[src/rtl/mig7_mem_tester.sv]
// mig7_mem_tester: DDR3 pattern tester that drives the MIG7 user (app_*)
// interface directly.
//
// After a start pulse it waits for calibration. It writes the pattern
// {i, ~i, i^SEED, ~(i^SEED)} to ADDR_BASE + 8*i for i = 0..NUM_WORDS-1.
// It then reads the window back and checks the data in order.
//
// Ports:
//   clk, rst                 MIG ui_clk, synchronous active-high reset
//   start, continuous        run request (IDLE only); repeat passes while 1
//   init_calib_complete      MIG calibration done
//   app_*                    MIG user interface (command, write data, read data)
//   busy                     run in progress
//   done                     sticky pass/run finished
//   error                    sticky mismatch or watchdog expiry
//   timeout                  sticky watchdog expiry
//   err_cnt                  mismatching words (saturating)
//   first_err_addr           app_addr of the first mismatching word
//   loop_cnt                 completed passes (wraps)
//   dbg_state                current FSM state
//
// Handshakes: a command transfers on a cycle with app_en & app_rdy. A write
// beat transfers on a cycle with app_wdf_wren & app_wdf_rdy. A read beat
// arrives on a cycle with app_rd_data_valid (there is no back-pressure).
// While valid is high, the payload is held stable until it is accepted.
module mig7_mem_tester #(
   parameter logic [27:0] ADDR_BASE = 28'd0,
   parameter int unsigned NUM_WORDS = 1024,
   parameter logic [31:0] SEED      = 32'hA5A5_0F0F,
   parameter int unsigned TIMEOUT   = 65535
) (
   input  logic         clk,
   input  logic         rst,
   input  logic         start,
   input  logic         continuous,
   input  logic         init_calib_complete,
   output logic [27:0]  app_addr,
   output logic [2:0]   app_cmd,
   output logic         app_en,
   input  logic         app_rdy,
   output logic [127:0] app_wdf_data,
   output logic         app_wdf_end,
   output logic [15:0]  app_wdf_mask,
   output logic         app_wdf_wren,
   input  logic         app_wdf_rdy,
   input  logic [127:0] app_rd_data,
   input  logic         app_rd_data_end,
   input  logic         app_rd_data_valid,
   output logic         app_sr_req,
   output logic         app_ref_req,
   output logic         app_zq_req,
   input  logic         app_sr_active,
   input  logic         app_ref_ack,
   input  logic         app_zq_ack,
   output logic         busy,
   output logic         done,
   output logic         error,
   output logic         timeout,
   output logic [31:0]  err_cnt,
   output logic [27:0]  first_err_addr,
   output logic [31:0]  loop_cnt,
   output logic [2:0]   dbg_state
);
   typedef enum logic [2:0] {S_IDLE, S_WAIT_CAL, S_WRITE, S_READ, S_DONE} state_t;

   localparam logic [31:0] NW       = 32'(NUM_WORDS);
   localparam logic [31:0] LAST_IDX = 32'(NUM_WORDS - 1);
   localparam logic [31:0] TO_LIM   = 32'(TIMEOUT);

   state_t        state_q, state_d;
   logic [31:0]   wr_idx_q, wr_idx_d;
   logic [31:0]   rd_cmd_idx_q, rd_cmd_idx_d;
   logic [31:0]   rd_chk_idx_q, rd_chk_idx_d;
   logic [31:0]   wd_cnt_q, wd_cnt_d;
   logic          cmd_done_q, cmd_done_d;
   logic          dat_done_q, dat_done_d;
   logic          done_q, done_d;
   logic          error_q, error_d;
   logic          timeout_q, timeout_d;
   logic [31:0]   err_cnt_q, err_cnt_d;
   logic [27:0]   first_err_addr_q, first_err_addr_d;
   logic [31:0]   loop_cnt_q, loop_cnt_d;

   logic          in_write, in_read, rd_issuing;
   logic          cmd_acc, dat_acc, rd_hit, mismatch, progress;
   logic          cmd_ok, dat_ok;
   logic [24:0]   cur_idx;

   function automatic logic [127:0] pattern(input logic [31:0] i);
      return {i, ~i, i ^ SEED, ~(i ^ SEED)};
   endfunction

   // These MIG status inputs are not needed by the tester.
   logic unused_inputs;
   assign unused_inputs = &{1'b0, app_rd_data_end, app_sr_active, app_ref_ack, app_zq_ack};

   assign in_write   = (state_q == S_WRITE);
   assign in_read    = (state_q == S_READ);
   assign rd_issuing = in_read && (rd_cmd_idx_q < NW);

   assign app_en       = (in_write && !cmd_done_q) || rd_issuing;
   assign app_cmd      = in_read ? 3'b001 : 3'b000;
   assign cur_idx      = in_read ? rd_cmd_idx_q[24:0] : wr_idx_q[24:0];
   assign app_addr     = app_en ? ADDR_BASE + {cur_idx, 3'b000} : 28'd0;
   assign app_wdf_wren = in_write && !dat_done_q;
   assign app_wdf_end  = app_wdf_wren;
   assign app_wdf_data = app_wdf_wren ? pattern(wr_idx_q) : 128'd0;
   assign app_wdf_mask = 16'd0;
   assign app_sr_req   = 1'b0;
   assign app_ref_req  = 1'b0;
   assign app_zq_req   = 1'b0;

   assign cmd_acc  = app_en && app_rdy;
   assign dat_acc  = app_wdf_wren && app_wdf_rdy;
   assign rd_hit   = in_read && app_rd_data_valid;
   assign mismatch = rd_hit && (app_rd_data != pattern(rd_chk_idx_q));
   assign progress = cmd_acc || dat_acc || rd_hit;
   // The command and data sides of a write each complete on their own.
   // The write index moves on only once both are complete.
   assign cmd_ok   = cmd_done_q || cmd_acc;
   assign dat_ok   = dat_done_q || dat_acc;

   assign busy           = (state_q == S_WAIT_CAL) || in_write || in_read;
   assign done           = done_q;
   assign error          = error_q;
   assign timeout        = timeout_q;
   assign err_cnt        = err_cnt_q;
   assign first_err_addr = first_err_addr_q;
   assign loop_cnt       = loop_cnt_q;
   assign dbg_state      = state_q;

   always_ff @(posedge clk) begin
      if (rst) begin
         state_q          <= S_IDLE;
         wr_idx_q         <= '0;
         rd_cmd_idx_q     <= '0;
         rd_chk_idx_q     <= '0;
         wd_cnt_q         <= '0;
         cmd_done_q       <= 1'b0;
         dat_done_q       <= 1'b0;
         done_q           <= 1'b0;
         error_q          <= 1'b0;
         timeout_q        <= 1'b0;
         err_cnt_q        <= '0;
         first_err_addr_q <= '0;
         loop_cnt_q       <= '0;
      end else begin
         state_q          <= state_d;
         wr_idx_q         <= wr_idx_d;
         rd_cmd_idx_q     <= rd_cmd_idx_d;
         rd_chk_idx_q     <= rd_chk_idx_d;
         wd_cnt_q         <= wd_cnt_d;
         cmd_done_q       <= cmd_done_d;
         dat_done_q       <= dat_done_d;
         done_q           <= done_d;
         error_q          <= error_d;
         timeout_q        <= timeout_d;
         err_cnt_q        <= err_cnt_d;
         first_err_addr_q <= first_err_addr_d;
         loop_cnt_q       <= loop_cnt_d;
      end
   end

   always_comb begin
      state_d          = state_q;
      wr_idx_d         = wr_idx_q;
      rd_cmd_idx_d     = rd_cmd_idx_q;
      rd_chk_idx_d     = rd_chk_idx_q;
      cmd_done_d       = cmd_done_q;
      dat_done_d       = dat_done_q;
      done_d           = done_q;
      error_d          = error_q;
      timeout_d        = timeout_q;
      err_cnt_d        = err_cnt_q;
      first_err_addr_d = first_err_addr_q;
      loop_cnt_d       = loop_cnt_q;

      case (state_q)
         S_IDLE: begin
            if (start) begin
               done_d           = 1'b0;
               error_d          = 1'b0;
               timeout_d        = 1'b0;
               err_cnt_d        = '0;
               first_err_addr_d = '0;
               loop_cnt_d       = '0;
               state_d          = S_WAIT_CAL;
            end
         end
         S_WAIT_CAL: begin
            wr_idx_d     = '0;
            rd_cmd_idx_d = '0;
            rd_chk_idx_d = '0;
            cmd_done_d   = 1'b0;
            dat_done_d   = 1'b0;
            if (init_calib_complete) state_d = S_WRITE;
         end
         S_WRITE: begin
            if (cmd_ok && dat_ok) begin
               cmd_done_d = 1'b0;
               dat_done_d = 1'b0;
               if (wr_idx_q == LAST_IDX) begin
                  wr_idx_d     = '0;
                  rd_cmd_idx_d = '0;
                  rd_chk_idx_d = '0;
                  state_d      = S_READ;
               end else begin
                  wr_idx_d = wr_idx_q + 32'd1;
               end
            end else begin
               cmd_done_d = cmd_ok;
               dat_done_d = dat_ok;
            end
         end
         S_READ: begin
            if (cmd_acc) rd_cmd_idx_d = rd_cmd_idx_q + 32'd1;
            if (rd_hit) begin
               rd_chk_idx_d = rd_chk_idx_q + 32'd1;
               if (mismatch) begin
                  error_d   = 1'b1;
                  err_cnt_d = (err_cnt_q == 32'hFFFF_FFFF) ? err_cnt_q : err_cnt_q + 32'd1;
                  if (err_cnt_q == 32'd0)
                     first_err_addr_d = ADDR_BASE + {rd_chk_idx_q[24:0], 3'b000};
               end
               if (rd_chk_idx_q == LAST_IDX) begin
                  loop_cnt_d = loop_cnt_q + 32'd1;
                  if (continuous) begin
                     wr_idx_d     = '0;
                     rd_cmd_idx_d = '0;
                     rd_chk_idx_d = '0;
                     cmd_done_d   = 1'b0;
                     dat_done_d   = 1'b0;
                     state_d      = S_WRITE;
                  end else begin
                     done_d  = 1'b1;
                     state_d = S_DONE;
                  end
               end
            end
         end
         S_DONE: begin
            state_d = S_IDLE;
         end
         default: state_d = S_IDLE;
      endcase

      // Progress watchdog: any transfer on any channel restarts the count.
      if ((in_write || in_read) && !progress) wd_cnt_d = wd_cnt_q + 32'd1;
      else                                    wd_cnt_d = '0;

      if ((in_write || in_read) && (wd_cnt_d == TO_LIM)) begin
         timeout_d = 1'b1;
         error_d   = 1'b1;
         done_d    = 1'b1;
         state_d   = S_DONE;
      end
   end
endmodule

[config.mk]
export PLATFORM = sky130hd
export DESIGN_NAME = mig7_mem_tester
export DESIGN_NICKNAME = d
export VERILOG_FILES = /design/src/rtl/mig7_mem_tester.sv
export SDC_FILE = /design/constraint.sdc
export NUM_CORES = 1
export LEC_CHECK = 0
export ABC_AREA = 1
export CORE_UTILIZATION = 45
export CTS_BUF_LIST = sky130_fd_sc_hd__clkbuf_16
export DETAILED_ROUTE_END_ITERATION = 6
export PLACE_DENSITY_LB_ADDON = 0.2
export SLEW_MARGIN = 20
export SYNTH_ARGS = -nofsm -noshare
export SYNTH_HDL_FRONTEND = slang
export SYNTH_SLANG_ARGS = --single-unit
[constraint.sdc]
create_clock -name clk -period 3.8 [get_ports clk]
set_clock_uncertainty 0.1 [all_clocks]
set_input_delay 0.76 -clock clk [delete_from_list [all_inputs] [get_ports clk]]
set_output_delay 0.76 -clock clk [all_outputs]
set_load 0.02 [all_outputs]
==> Yosys cells after proc, flatten, opt, wreduce, memory -nomap -nowiden <==
Index checks and enable logic that the tools add are counted.
{ "op_classes": {"addsub": 6, "n_lt_le_gt_ge": 1, "eq_ne": 26, "n_mux": 63, "bitwise_logic": 6, "n_reduce_logical": 41} }
{ "op_table": {"columns": ["cell", "n"], "rows": [
  ["32-bit two-way mux", 21],
  ["32-bit case mux with 3 select lines", 3],
  ["32-bit by 1-bit adder with 32-bit output, second input constant", 6],
  ["28-bit two-way mux", 5],
  ["128-bit two-way mux", 1],
  ["128-bit != test", 1],
  ["32-bit NOT", 4],
  ["32-bit case mux with 2 select lines", 2],
  ["32-bit by 10-bit equality test with 1-bit output, second input constant", 2],
  ["28-bit case mux with 2 select lines", 1],
  ["32-bit by 16-bit equality test with 1-bit output, second input constant", 1],
  ["32-bit equality test, second input constant", 1],
  ["32-bit zero test", 1],
  ["32-bit by 11-bit < comparator with 1-bit output, second input constant", 1],
  ["16-bit NOT", 2],
  ["25-bit two-way mux", 1],
  ["3-bit two-way mux", 8],
  ["5-bit AND reduction", 4],
  ["1-bit two-way mux", 16],
  ["4-bit AND reduction", 4],
  ["3-bit by 1-bit != test with 1-bit output, second input constant", 5],
  ["2-bit by 1-bit != test with 1-bit output, second input constant", 6],
  ["3-bit case mux with 4 select lines", 1],
  ["6-bit AND reduction", 2],
  ["16 further kinds", 44]
]} }
{ "totals": {"reg_bits": 228, "output_inout_bits": 280, "elab_cells": 157} }

==> Depth between registers and ports, before layout <==
{ "logic_depth": {"word_depth": 13, "mapped_depth": 18} }

==> Least setup slack after synthesis <==
OpenSTA, ideal clock, no wires.
{ "synth_timing": {"path_kind": "register to output", "from": "register state_q[2], in the netlist dbg_state[2]", "to": "output port app_addr[10]", "arrival_ns": 2.151, "required_time_ns": 2.940, "slack_ns": 0.789, "stages_incl_launch_ff": 8, "path_buffers": 3, "path_cell_list": "dfxtp_1 -> nor2_8 -> inv_2 -> buf_2 -> clkbuf_1 -> clkbuf_1 -> nor2_1 -> a211oi_1"} }
{ "synth_via": {"elab_chain_cells": 4, "word_cells_on_any_way": 7, "cone_classes": "eq/ne: 2; mux: 2; reduce/logical: 3"} }
{ "synth_rtl": {"columns": ["item", "line", "text"], "rows": [
  ["start: declaration", "70", "state_t state_q, state_d;"],
  ["start signal: assignment", "148", "state_q <= state_d;"],
  ["3-bit by 2-bit equality test with 1-bit output, on equally long branches", "97, 98", null],
  ["1-bit logical AND, on equally long branches", "101, 99", null],
  ["1-bit logical OR", "101", "assign app_en = (in_write && !cmd_done_q) || rd_issuing;"],
  ["28-bit two-way mux *", "104", "assign app_addr = app_en ? ADDR_BASE + {cur_idx, 3'b000} : 28'd0;"],
  ["end: declaration", "37", "output logic [27:0] app_addr,"]
]} }
Every way passes the cells marked *; elsewhere a longest branch is shown, timed or not.

==> Worst setup path in the final report <==
{ "layout_timing": {"from": "register state_q[2], in the netlist dbg_state[2]", "to": "output port app_wdf_data[66]"} }
{ "layout_via": {"elab_chain_cells": 3} }
{ "layout_rtl": {"columns": ["item", "line", "text"], "rows": [
  ["3-bit by 2-bit equality test with 1-bit output", "97", "assign in_write = (state_q == S_WRITE);"],
  ["1-bit logical AND", "105", "assign app_wdf_wren = in_write && !dat_done_q;"],
  ["128-bit two-way mux", "107", "assign app_wdf_data = app_wdf_wren ? pattern(wr_idx_q) : 128'd0;"],
  ["end: declaration", "41", "output logic [127:0] app_wdf_data,"]
]} }
Every way passes these cells.

==> impl_metrics.tcl <==
set metrics [dict create \
    status "finished, violations left" \
    violations "negative setup slack" \
    timing.fmax_mhz 263 \
    synth_compound_area_share_pct 9.48 \
    hold_path_class "flip-flop to flip-flop" \
    crit_chain "nor2_4 > nand2_4 > nor2_4 > inv_4 > nor2_1 > clkdlybuf4s50_1" \
    ys_seq_area_share_pct 28.3 \
    synth-main-ff-cell "dfxtp_1" \
    syn_area_per_cell_um2 6.38 \
    wl_per_cell_um 18.4 \
    drc 0 \
    crit_fanout 32 \
    synth_cell_types 54 \
    cts.reportedPaths.clkPinSlew_ps 60 \
    cp_data_required_time_ps 2940 \
    setup_viol 1 \
    layout.nets 2892 \
    p_per_area_mw_per_mm2 406 \
    vias 17700 \
    grt_pass1_vias 16400 \
    cts_buffer_depth 3 \
    crit_top_cell "nor2_4" \
    wl_met3_um 4590 \
    ys_ff_latch 225 \
    antenna_found_initial 9 \
    critPathSlowestCell "clkdlybuf4s50_1" \
    routed.top_layer "met5" \
    die_h_um 190 \
    period_share_pct 100 \
    slew_headroom_pct 41.6 \
    whs_ps 363 \
    synth_area_mm2 0.0159 \
    finalMaxSlewViolations 0 \
    hpwl_um 45800 \
    drtIter0Drc 1425 \
    start_util_pct 45.9 \
    synth_top_family_by_area "simple AND/OR/NAND/NOR gates" \
    postCtsSetupBuffers 0 \
    arrival_ps 2940 \
    dr.pass1.iters 7 \
    cts-root-buf "clkbuf_16" \
    final-hold-violation-count 0 \
    crit_type "flip-flop to primary output" \
    clkLatencyLatePin_ps 560 \
    pin_count 420 \
    drt-met1-wl_um 25400 \
    async_flop_share_pct 0 \
    place.gp.congestion 0.991 \
    rsz0062_at_grt "true" \
    crit_path_end_kind "primary output" \
    synth_xor_area_share_pct 8.98 \
    post_cts_resized 9 \
    netlist.area_leader.share_pct 28.3 \
    dieArea_mm2 0.0361 \
    portBuffers 388 \
    vias_per_cell 5.48 \
    yosys.area_share.simple_pct 39.3 \
    coreArea_mm2 0.0346 \
    fp-row-count 68 \
    ant_nets 0 \
    ir_drop_mv 0.394 \
    cts.sinks 225 \
    cts_made_buffers 27 \
    critPathMaxStageDelay_ps 720 \
    tightest_slew_ps 868 \
    ctsHoldBuffers 0 \
    h-tree-depth 1 \
    wl_met2_um 27200 \
    yosysWarnings 0 \
    wl_um 59300 \
    overflow 0 \
    start_kind "flip-flop" \
    die_w_um 190 \
    yosysTopAreaCell "dfxtp_1" \
    netlist_top_cells_area "dfxtp_1 28%, nand2_1 12%, nor2_1 10%" \
    grt_max_degree 79 \
    cts_tree "done" \
    synth_fa_ha_area_share_pct 0.551 \
    final.min_clock_period_ps 3800 \
    drive_gt1_share_pct 4.99 \
    drv_cap 0 \
    grt_usage_pct 31.7 \
    synth_mux_area_share_pct 0 \
    synth_edf_count 0 \
    leakage_nw 6.94 \
    syn2layout_area_growth_pct 28.2 \
    final_util_pct 58.8 \
    grt_first_pass_wirelength_um 90900 \
    synthesis.instances 2491 \
    finalWorstSetupSlack_ps -0.488 \
]
==> logic make-up (layout without fill, tap and decap cells) <==
family,Yosys count,count (layout)
other,1,35
AOI/OAI and AO/OA,261,261
DFF,225,225
and+or+nand+nor,1402,1402
adders and majority gates,7,7
xor gates and xnor gates,163,163
buffers and inverters,432,679
==> path summary, 6_finish.rpt <==
path                                         from                  to  slack, ps  cells past startpoint
worst min-delay path            first_err_addr[6]   first_err_addr[6]        360                      2
worst max register to register       dbg_state[2]  first_err_addr[21]        500                     10
worst min register to register  first_err_addr[6]   first_err_addr[6]        360                      2
worst max-delay path                 dbg_state[2]    app_wdf_data[66]       -0.5                      6
==> synth_stat cells (all sizes together), types with 3 or more instances <==
cell	count
a211oi	29
nor4	58
nand3b	5
or2	16
a31oi	5
nor3b	9
o21a	4
nor3	121
buf	166
clkbuf	44
nor2	451
dfxtp	225
nand4	134
inv	220
nand2	522
ha	7
a21o	3
a21oi	156
o2111ai	8
xor2	101
xnor2	62
o21ai	45
nand3	83
o22ai	3
==> worst max-delay path: cells and delay by family (launching register included) <==
| kind | cells | cell delay, ps |
|---|---|---|
| buffers and inverters | 2 | 930 |
| flip-flops | 1 | 420 |
| AND/OR/NAND/NOR | 4 | 1010 |
==> per-stage QoR <==
| step | setup slack, ps | setup TNS, ps | power [W] | cell area [um^2] | instances |
|---|---|---|---|---|---|
| finish | -0.488 | -0.488 | 0.00828 | 20400 | 3227 |
| global route | -6.82 | -9.85 | 0.00858 | 20400 | 3223 |
| CTS | 2.16 | 0 | 0.00829 | 20300 | 3219 |
| detailed placement | 210 | 0 | 0.00555 | 19400 | 3171 |
| global placement | 245 | 0 | 0.00552 | 19400 | 3171 |
| floorplan | 789 | 0 | 0.00453 | 16000 | 2517 |
==> cells in the final DEF (no fill, tap or decap), drive strengths merged, types with 2 or more instances in the layout <==
cell type | Yosys | final
nand3b | 5 | 5
and2 | 2 | 2
a211oi | 29 | 29
nand3 | 83 | 83
o221ai | 2 | 2
nor4 | 58 | 58
clkbuf | 44 | 27
conb | 1 | 27
a31oi | 5 | 5
xnor2 | 62 | 62
o21ai | 45 | 45
nor3 | 121 | 121
o2111ai | 8 | 8
dlymetal6s2s | 0 | 8
dfxtp | 225 | 225
nor2 | 451 | 451
a21o | 3 | 3
clkdlybuf4s50 | 0 | 378
clkinv | 2 | 12
inv | 220 | 224
bufinv | 0 | 5
nand2 | 522 | 522
clkinvlp | 0 | 2
o22ai | 3 | 3
o21a | 4 | 4
a21oi | 156 | 156
xor2 | 101 | 101
nand4 | 134 | 134
diode | 0 | 8
buf | 166 | 23
ha | 7 | 7
nor3b | 9 | 9
or2 | 16 | 16
==> metal layers <==
layer,track usage [%],vias to the layer above
met1,41.3,8250
met4,12.8,4
met5,0,-
li1,-,8589
met2,51.6,721
met3,5.68,115
==> flip-flops by register name, summed over array words and instances (netlist names), 3 cells and up <==
name and count:
dbg_state 3, err_cnt 32, first_err_addr 25, loop_cnt 32, rd_chk_idx_q 32, rd_cmd_idx_q 32
wd_cnt_q 32, wr_idx_q 32
==> power breakdown <==
group | switching, W | leakage, nW | internal, W
sequential | 0.0000608 | 1.81 | 0.00240
clock | 0.00109 | 0.459 | 0.00163
combinational | 0.00206 | 4.67 | 0.00103
total | 0.00321 | 6.94 | 0.00506
==> area by class of cell <==
class / instances / area (um^2)
sequential: 225 / 4500
tap: 455 / 569
clock inverter: 21 / 241
fill: 3466 / 14300
antenna: 8 / 20.0
clock buffer: 27 / 676
multi-input combinational: 1860 / 9430
timing repair buffer: 409 / 4090
inverter: 222 / 847
Note: power is estimated with default switching activity, not from simulation.
